**src/rtl/bno055_pkg.sv**
```systemverilog
// Shared constants and state encoding for the BNO055 Euler-angle sequencer.
package bno055_pkg;

    localparam logic [7:0] EUL_BASE = 8'h1A;
    localparam logic [7:0] CHIP_ID  = 8'h00;

    localparam int EUL_FRAME_BYTES = 6;
    localparam int EUL_LSB_PER_DEG = 16;

    localparam logic [2:0] LAST_IDX = 3'(EUL_FRAME_BYTES - 1);

    localparam logic [2:0] ST_IDLE    = 3'd0;
    localparam logic [2:0] ST_ISSUE   = 3'd1;
    localparam logic [2:0] ST_WAIT    = 3'd2;
    localparam logic [2:0] ST_STORE   = 3'd3;
    localparam logic [2:0] ST_PUBLISH = 3'd4;

    typedef enum logic [2:0] {
        S_IDLE    = ST_IDLE,
        S_ISSUE   = ST_ISSUE,
        S_WAIT    = ST_WAIT,
        S_STORE   = ST_STORE,
        S_PUBLISH = ST_PUBLISH
    } state_t;

    // BNO055 multi-byte registers are little-endian
    function automatic logic [15:0] le16(input logic [7:0] lo,
                                         input logic [7:0] hi);
        return {hi, lo};
    endfunction

endpackage

```
**src/rtl/bno055_euler_sequencer_if.sv**
```systemverilog
// Request/response bus between the sequencer and the single-byte read core.
interface bno055_euler_sequencer_if;

    logic [7:0] rd_addr;
    logic       rd_start;
    logic [7:0] rd_data;
    logic       rd_done;

    modport master (
        output rd_addr,
        output rd_start,
        input  rd_data,
        input  rd_done
    );

    modport slave (
        input  rd_addr,
        input  rd_start,
        output rd_data,
        output rd_done
    );

endinterface

```
**src/rtl/bno055_poll_timer.sv**
```systemverilog
// Free-running counter with enable/clear; o_tc marks the last count.
module bno055_poll_timer #(
    parameter int unsigned N = 1
) (
    input  logic i_clk,
    input  logic i_rst_n,
    input  logic i_en,
    input  logic i_clr,
    output logic o_tc
);

    localparam int W = (N > 2) ? $clog2(N) : 1;
    localparam logic [W-1:0] LAST = (N == 0) ? '0 : W'(N - 1);

    logic [W-1:0] r_cnt;
    logic         w_last;

    // N == 0 means the timer never expires
    assign w_last = (N != 0) && (r_cnt == LAST);
    assign o_tc   = i_en && w_last;

    always_ff @(posedge i_clk or negedge i_rst_n) begin
        if (!i_rst_n) begin
            r_cnt <= '0;
        end else if (i_clr) begin
            r_cnt <= '0;
        end else if (i_en) begin
            r_cnt <= w_last ? '0 : r_cnt + W'(1);
        end
    end

endmodule

```
**src/rtl/bno055_euler_sequencer.sv**
```systemverilog
// Reads the six Euler registers through the read core and publishes heading/roll/pitch.
module bno055_euler_sequencer
    import bno055_pkg::*;
#(
    parameter logic [7:0]  BASE_ADDR      = EUL_BASE,
    parameter int unsigned POLL_CYCLES    = 0,
    parameter int unsigned TIMEOUT_CYCLES = 1_000_000
) (
    input  logic                             i_clk,
    input  logic                             i_rst_n,
    input  logic                             i_start,
    bno055_euler_sequencer_if.master         rd_bus,
    output logic [15:0]                      o_heading,
    output logic [15:0]                      o_roll,
    output logic [15:0]                      o_pitch,
    output logic                             o_frame_valid,
    output logic                             o_busy,
    output logic                             o_timeout,
    output logic                             o_err_flag
);

    state_t r_state;
    state_t w_next;

    logic [2:0]                          r_idx;
    logic [EUL_FRAME_BYTES-1:0][7:0]     r_bytes;
    logic [7:0]                          r_addr;
    logic [15:0]                         r_heading;
    logic [15:0]                         r_roll;
    logic [15:0]                         r_pitch;
    logic                                r_frame_valid;
    logic                                r_busy;
    logic                                r_timeout;
    logic                                r_err;

    logic w_in_idle;
    logic w_in_wait;
    logic w_poll_tc;
    logic w_to_tc;
    logic w_trigger;
    logic w_capture;
    logic w_abort;
    logic w_advance;
    logic w_publish;

    assign w_in_idle = (r_state == S_IDLE);
    assign w_in_wait = (r_state == S_WAIT);

    bno055_poll_timer #(.N(POLL_CYCLES)) u_poll (
        .i_clk   (i_clk),
        .i_rst_n (i_rst_n),
        .i_en    (w_in_idle),
        .i_clr   (!w_in_idle),
        .o_tc    (w_poll_tc)
    );

    bno055_poll_timer #(.N(TIMEOUT_CYCLES)) u_timeout (
        .i_clk   (i_clk),
        .i_rst_n (i_rst_n),
        .i_en    (w_in_wait),
        .i_clr   (!w_in_wait),
        .o_tc    (w_to_tc)
    );

    always_ff @(posedge i_clk or negedge i_rst_n) begin
        if (!i_rst_n) begin
            r_state <= S_IDLE;
        end else begin
            r_state <= w_next;
        end
    end

    always_comb begin
        w_next    = r_state;
        w_trigger = 1'b0;
        w_capture = 1'b0;
        w_abort   = 1'b0;
        w_advance = 1'b0;
        w_publish = 1'b0;
        unique case (r_state)
            S_IDLE: begin
                if (i_start || w_poll_tc) begin
                    w_trigger = 1'b1;
                    w_next    = S_ISSUE;
                end
            end
            S_ISSUE: begin
                w_next = S_WAIT;
            end
            S_WAIT: begin
                // a completion arriving on the expiry cycle still counts
                if (rd_bus.rd_done) begin
                    w_capture = 1'b1;
                    w_next    = S_STORE;
                end else if (w_to_tc) begin
                    w_abort = 1'b1;
                    w_next  = S_IDLE;
                end
            end
            S_STORE: begin
                if (r_idx == LAST_IDX) begin
                    w_next = S_PUBLISH;
                end else begin
                    w_advance = 1'b1;
                    w_next    = S_ISSUE;
                end
            end
            S_PUBLISH: begin
                w_publish = 1'b1;
                w_next    = S_IDLE;
            end
            default: begin
                w_next = S_IDLE;
            end
        endcase
    end

    always_ff @(posedge i_clk or negedge i_rst_n) begin
        if (!i_rst_n) begin
            r_idx         <= '0;
            r_bytes       <= '0;
            r_addr        <= '0;
            r_heading     <= '0;
            r_roll        <= '0;
            r_pitch       <= '0;
            r_frame_valid <= 1'b0;
            r_busy        <= 1'b0;
            r_timeout     <= 1'b0;
            r_err         <= 1'b0;
        end else begin
            r_frame_valid <= w_publish;
            r_timeout     <= w_abort;
            if (w_trigger) begin
                r_idx  <= '0;
                r_addr <= BASE_ADDR;
                r_busy <= 1'b1;
            end
            if (w_advance) begin
                r_idx  <= r_idx + 3'd1;
                r_addr <= BASE_ADDR + {5'd0, r_idx} + 8'd1;
            end
            if (w_capture) begin
                r_bytes[r_idx] <= rd_bus.rd_data;
            end
            if (w_abort) begin
                r_busy <= 1'b0;
                r_err  <= 1'b1;
            end
            // words only change here, so a partial frame is never visible
            if (w_publish) begin
                r_heading <= le16(r_bytes[0], r_bytes[1]);
                r_roll    <= le16(r_bytes[2], r_bytes[3]);
                r_pitch   <= le16(r_bytes[4], r_bytes[5]);
                r_busy    <= 1'b0;
                r_err     <= 1'b0;
            end
        end
    end

    assign rd_bus.rd_addr  = r_addr;
    assign rd_bus.rd_start = (r_state == S_ISSUE);

    assign o_heading     = r_heading;
    assign o_roll        = r_roll;
    assign o_pitch       = r_pitch;
    assign o_frame_valid = r_frame_valid;
    assign o_busy        = r_busy;
    assign o_timeout     = r_timeout;
    assign o_err_flag    = r_err;

endmodule

```
**src/flat_wrapper.sv**
```systemverilog
// flat-port wrapper written by rule: the top's interface ports become plain ports
module bno055_euler_sequencer_flat import bno055_pkg::*;
#(
    parameter logic [7:0]  BASE_ADDR      = EUL_BASE,
    parameter int unsigned POLL_CYCLES    = 0,
    parameter int unsigned TIMEOUT_CYCLES = 1_000_000
)
  (i_clk, i_rst_n, i_start, o_heading, o_roll, o_pitch, o_frame_valid, o_busy, o_timeout, o_err_flag, rd_bus_rd_addr, rd_bus_rd_start, rd_bus_rd_data, rd_bus_rd_done);
  bno055_euler_sequencer_if rd_bus_i ();
  input  logic i_clk;
  input  logic i_rst_n;
  input  logic i_start;
  output logic [15:0] o_heading;
  output logic [15:0] o_roll;
  output logic [15:0] o_pitch;
  output logic o_frame_valid;
  output logic o_busy;
  output logic o_timeout;
  output logic o_err_flag;
  output wire logic [$bits(rd_bus_i.rd_addr)-1:0] rd_bus_rd_addr;
  output wire logic [$bits(rd_bus_i.rd_start)-1:0] rd_bus_rd_start;
  input wire logic [$bits(rd_bus_i.rd_data)-1:0] rd_bus_rd_data;
  input wire logic [$bits(rd_bus_i.rd_done)-1:0] rd_bus_rd_done;
  assign rd_bus_rd_addr = rd_bus_i.rd_addr;
  assign rd_bus_rd_start = rd_bus_i.rd_start;
  assign rd_bus_i.rd_data = rd_bus_rd_data;
  assign rd_bus_i.rd_done = rd_bus_rd_done;
  bno055_euler_sequencer #(.BASE_ADDR(BASE_ADDR), .POLL_CYCLES(POLL_CYCLES), .TIMEOUT_CYCLES(TIMEOUT_CYCLES)) u_core (.i_clk(i_clk), .i_rst_n(i_rst_n), .i_start(i_start), .rd_bus(rd_bus_i), .o_heading(o_heading), .o_roll(o_roll), .o_pitch(o_pitch), .o_frame_valid(o_frame_valid), .o_busy(o_busy), .o_timeout(o_timeout), .o_err_flag(o_err_flag));
endmodule
```
**config.mk**
```make
export PLATFORM = sky130hd
export DESIGN_NAME = bno055_euler_sequencer_flat
export DESIGN_NICKNAME = d
export VERILOG_FILES = /design/src/rtl/bno055_pkg.sv /design/src/rtl/bno055_euler_sequencer_if.sv /design/src/rtl/bno055_poll_timer.sv /design/src/rtl/bno055_euler_sequencer.sv /design/src/flat_wrapper.sv
export SDC_FILE = /design/constraint.sdc
export NUM_CORES = 1
export LEC_CHECK = 0
export ABC_AREA = 1
export CORE_MARGIN = 2
export CORE_UTILIZATION = 55
export CTS_BUF_LIST = sky130_fd_sc_hd__clkbuf_8
export DETAILED_ROUTE_END_ITERATION = 6
export MAX_ROUTING_LAYER = met4
export PLACE_DENSITY = 0.79
export SLEW_MARGIN = 20
export SYNTH_ARGS = -nofsm -noshare
export SYNTH_HDL_FRONTEND = slang
export SYNTH_HIERARCHICAL = 1
export SYNTH_SLANG_ARGS = --single-unit
```
**constraint.sdc**
```tcl
create_clock -name i_clk -period 2.9 [get_ports i_clk]
set_input_delay 0.725 -clock i_clk [delete_from_list [all_inputs] [get_ports i_clk]]
set_output_delay 0.725 -clock i_clk [all_outputs]
set_load 0.1 [all_outputs]
```
[Word-level counts from Yosys, hierarchy flattened]
Index checks and enable logic that the tools add are counted.
Storage, ports and cells
  flip-flop bits (word level): 134
  input port bits: 12
  output and inout port bits: 61
  word-level logic and storage cells: 67
Cells by class
  add/subtract/negate cells: 4
  magnitude comparators: 2
  equal/unequal tests: 8
  muxes and demuxes: 29
  reduce and logical (&&, ||, !) cells: 7
Operator list (number)
  $bwmux 48: 1
  $mux 20: 2
  $demux 8 s3: 1
  $mux 8: 3
  $add 20x1->20 const B: 1
  $eq 20x20->1 const B: 1
  $mux 3: 6
  $mux 1: 15
  $pmux 3 s4: 1
  $add 8x1->8 const B: 1
  $add 5x3->6 const A: 1
  $eq 3x2->1 const B: 2
  $eq 3x3->1 const B: 2
  $lt 3x4->1 const B: 1
  $reduce_bool 2->1: 2
  $add 3x1->3 const B: 1
  $eq 3x1->1 const B: 1
  $ge 3x1->1 const B: 1
  $logic_not 3->1: 1
  $ne 3x2->1 const B: 1
  $reduce_bool 3->1: 1
  $logic_and 1x1->1: 2
  $ne 2x2->1 const B: 1
  $reduce_and 2->1: 1

[Longest topological paths before layout]
  depth after elaboration: 7
  depth in mapped cells: 10
  mapped depth without buffers: 10

[Modules after synthesis]
Netlist, hierarchy kept.
By module, submodules not included
  bno055_euler_sequencer: times used 1, cells an instance 511, area each 4508.1 µm²
  bno055_poll_timer (u_core.u_timeout): times used 1, cells an instance 192, area each 1303.8 µm²
  bno055_poll_timer (u_core.u_poll): times used 1, cells an instance 2, area each 11.3 µm²

[Worst setup path before layout]
Ideal clock, no wire load.
  path kind: reg2out
  start point: register u_core.r_state[1]
  end point: output port rd_bus_rd_start
  arrival: 2.565 ns
  data required time: 2.175 ns
  path slack: -0.390 ns
  cell stages (with the launch flop): 2
  path buffers: 0
  cells stage by stage: dfrtp_1 > nor3_1
On the way
  cells in the longest elaborated chain, start to end: 1
RTL lines
  from (decl): RTL line bno055_euler_sequencer.sv:22  | state_t r_state;
  from (signal assigned): RTL line bno055_euler_sequencer.sv:69  | r_state <= w_next;
  $eq 3x1->1: RTL line bno055_euler_sequencer.sv:161  | assign rd_bus.rd_start = (r_state == S_ISSUE);
  to (decl): RTL line flat_wrapper.sv:21  | output wire logic [$bits(rd_bus_i.rd_start)-1:0] rd_bus_rd_start;
No other way between the ends.

[Worst setup path after layout]
  start point: register u_core.r_state[2]
  end point: output port rd_bus_rd_start
Same word-level chain as after synthesis.

==> impl_metrics.py <==
metrics = {
    "synthesis": {
        "syn_area_per_cell_sq_um": 8.27,
        "syn_area_sq_um": 5820,
        "ys_warn_count": 6,
        "synth_cells": 704,
    },
    "routing": {
        "first_pass_iters": 5,
        "vias": 4807,
        "drt-wirelength-per-cell_microns": 14.4,
        "drt-total-wl_microns": 13300,
        "via_per_inst": 5.19,
        "drc": 0,
        "ant_nets": 0,
        "drtIter0Drc": 315,
    },
    "layout": {
        "n_antenna_cell": 0,
        "drive_gt1_share_pct": 16.2,
        "fin_nets": 795,
        "final_util_pct": 66.9,
        "syn_to_final_growth_pct": 18.2,
        "num-fill-cells": 860,
    },
    "timing": {
        "finalHoldViolCount": 0,
        "finalSetupViolations": 0,
        "setup_slack_ns": 0.697,
        "slew_headroom_pct": 43.2,
        "slew_violations": 0,
        "finalCritPeriodShare_pct": 76.0,
        "setup_tns_ns": 0,
        "min_period_ns": 2.20,
        "fmax_mhz": 454,
        "clock_skew_ns": 0.0134,
        "worstMarginPinSlew_ns": 0.851,
        "rsz0062_at_grt": "no",
    },
    "floorplanning": {
        "design.core.area_sq_um": 10300,
        "die_h_microns": 107,
        "ios": 73,
        "rows": 37,
        "fp.dieArea_sq_um": 11400,
        "start_util_pct": 56.6,
        "die_x_microns": 107,
    },
    "setup_path": {
        "cp-start-kind": "flip-flop",
        "reg2reg_depth": 9,
        "r2r_start": "u_core/r_state[2]",
        "arrival_ns": 1.48,
        "r2r_slack_ns": 0.97,
        "worstPathMaxFanout": 5,
        "crit-reg2reg-capture": "u_core/u_timeout/r_cnt[6]",
        "endpoint_kind": "output pin",
        "required_ns": 2.17,
        "crit_start": "u_core/r_state[2]",
        "crit_path_end": "rd_bus_rd_start",
        "worstSetupPathType": "flip-flop to output pin",
    },
    "power_and_ir_drop": {
        "leakagePower_uw": 0.00377,
        "power.density_nw_per_um2": 838,
        "peakVddDrop_v": 0.000748,
    },
    "clocking": {
        "clock_path_buffers": 2,
        "numCtsBuffers": 17,
        "clk_latency_ns": 0.44,
        "cts_tree": "done",
        "cts_root_buffer": "clkbuf_8",
        "cts_setup_buffers": 0,
        "h-tree-depth": 4,
        "cts_resized": 0,
        "cts_hold_buf": 0,
        "cts.sink_count": 131,
        "clkTransAtPathRegs_ns": 0.08,
    },
    "grt": {
        "grt_max_degree": 60,
        "grt-ovfl-total": 0,
        "grt_pass1_vias": 4604,
        "grt_antenna_before_repair": 0,
        "grt_pass1_wl_microns": 22300,
        "grt_usage_pct": 26.0,
    },
    "place": {
        "dpl_worst_slack_ns": 0.806,
        "dp_hpwl_microns": 8990,
        "gp_congestion": 0.909,
        "portBuffers": 70,
    },
    "flow_run": {
        "cap_violations": 0,
    },
    "outcome": {
        "status": "finished, final reports clean",
    },
    "worst_hold_path": {
        "hold_class": "input pin to async pin",
    },
}
per-layer routing:
| layer | vias up | wire length, microns | track usage (%) | share of wire [%] |
|---|---|---|---|---|
| met2 | 147 | 6490 | 39.4 | 49 |
| met4 | 0 | 210 | 8.44 | 1.6 |
| met3 | 22 | 739 | 6.32 | 5.5 |
| li1 | 2344 | - | - | - |
| met1 | 2294 | 5890 | 35.1 | 44 |
| met5 | - | 0 | - | 0 |
worst max-delay path, stage by stage, from the launching register on:
cell and delay, ns:
dfrtp_1 0.45, nor3_2 0.26, buf_4 0.33
worst min-delay path by stage:
stage | start | to
2_1_floorplan | i_rst_n | u_core/o_busy
6_report | i_rst_n | u_core/o_frame_valid
3_5_place_dp | u_core/r_bytes[2] | u_core/r_bytes[2]
4_1_cts | i_rst_n | u_core/u_timeout/r_cnt[16]
5_1_grt | i_rst_n | u_core/o_frame_valid
3_3_place_gp | u_core/r_bytes[4] | u_core/o_heading[4]
final cells by class:
class,instances,area (sq um),share of cell area (%)
Sequential cell,131,3280,47.7
Multi-Input combinational cell,510,2230,32.4
Timing Repair Buffer,76,621,9.02
Clock buffer,19,262,3.80
Tap cell,136,170,2.47
Clock inverter,13,159,2.31
Inverter,42,158,2.29
stage by stage:
stage	power, uW	hold slack [ns]	std cells	instance area [sq um]
floorplan	3770	0.429	705	5830
global placement	4110	0.455	895	6460
detailed placement	4170	0.459	895	6460
CTS	5790	0.374	927	6880
global route	6080	0.402	927	6880
finish	5770	0.360	927	6880
report_power, final:
part | leakage, uW | internal [uW] | switching, uW
Clock | 0.000213 | 894 | 724
Combinational | 0.00179 | 400 | 1310
Sequential | 0.00177 | 2190 | 250
layout by cell type, fill, tap and decap left out, types with 2 or more instances in the layout:
| cell | count |
|---|---|
| o21ai_0 | 5 |
| a21oi_1 | 3 |
| clkinvlp_4 | 2 |
| clkbuf_8 | 19 |
| nor2_1 | 48 |
| nand4_1 | 11 |
| inv_2 | 5 |
| xor2_1 | 6 |
| clkinv_2 | 3 |
| nand3_1 | 73 |
| nor2_2 | 11 |
| buf_12 | 2 |
| bufinv_16 | 3 |
| ha_1 | 5 |
| conb_1 | 3 |
| buf_4 | 64 |
| nor2_4 | 3 |
| nand2_1 | 323 |
| nand3_2 | 2 |
| o22ai_1 | 2 |
| nand2_2 | 8 |
| clkinv_4 | 3 |
| inv_1 | 38 |
| dfrtp_1 | 131 |
| clkdlybuf4s50_1 | 10 |
| xnor2_1 | 2 |
flip-flops by register name, indices dropped and copies added, names as in the netlist, 3 cells and up:
register,flops
u_core/o_heading,16
u_core/o_pitch,16
u_core/o_roll,16
u_core/r_bytes,48
u_core/r_idx,3
u_core/r_state,3
u_core/rd_bus.rd_addr,5
u_core/u_timeout/r_cnt,20
Note: power is estimated with default switching activity, not from simulation.
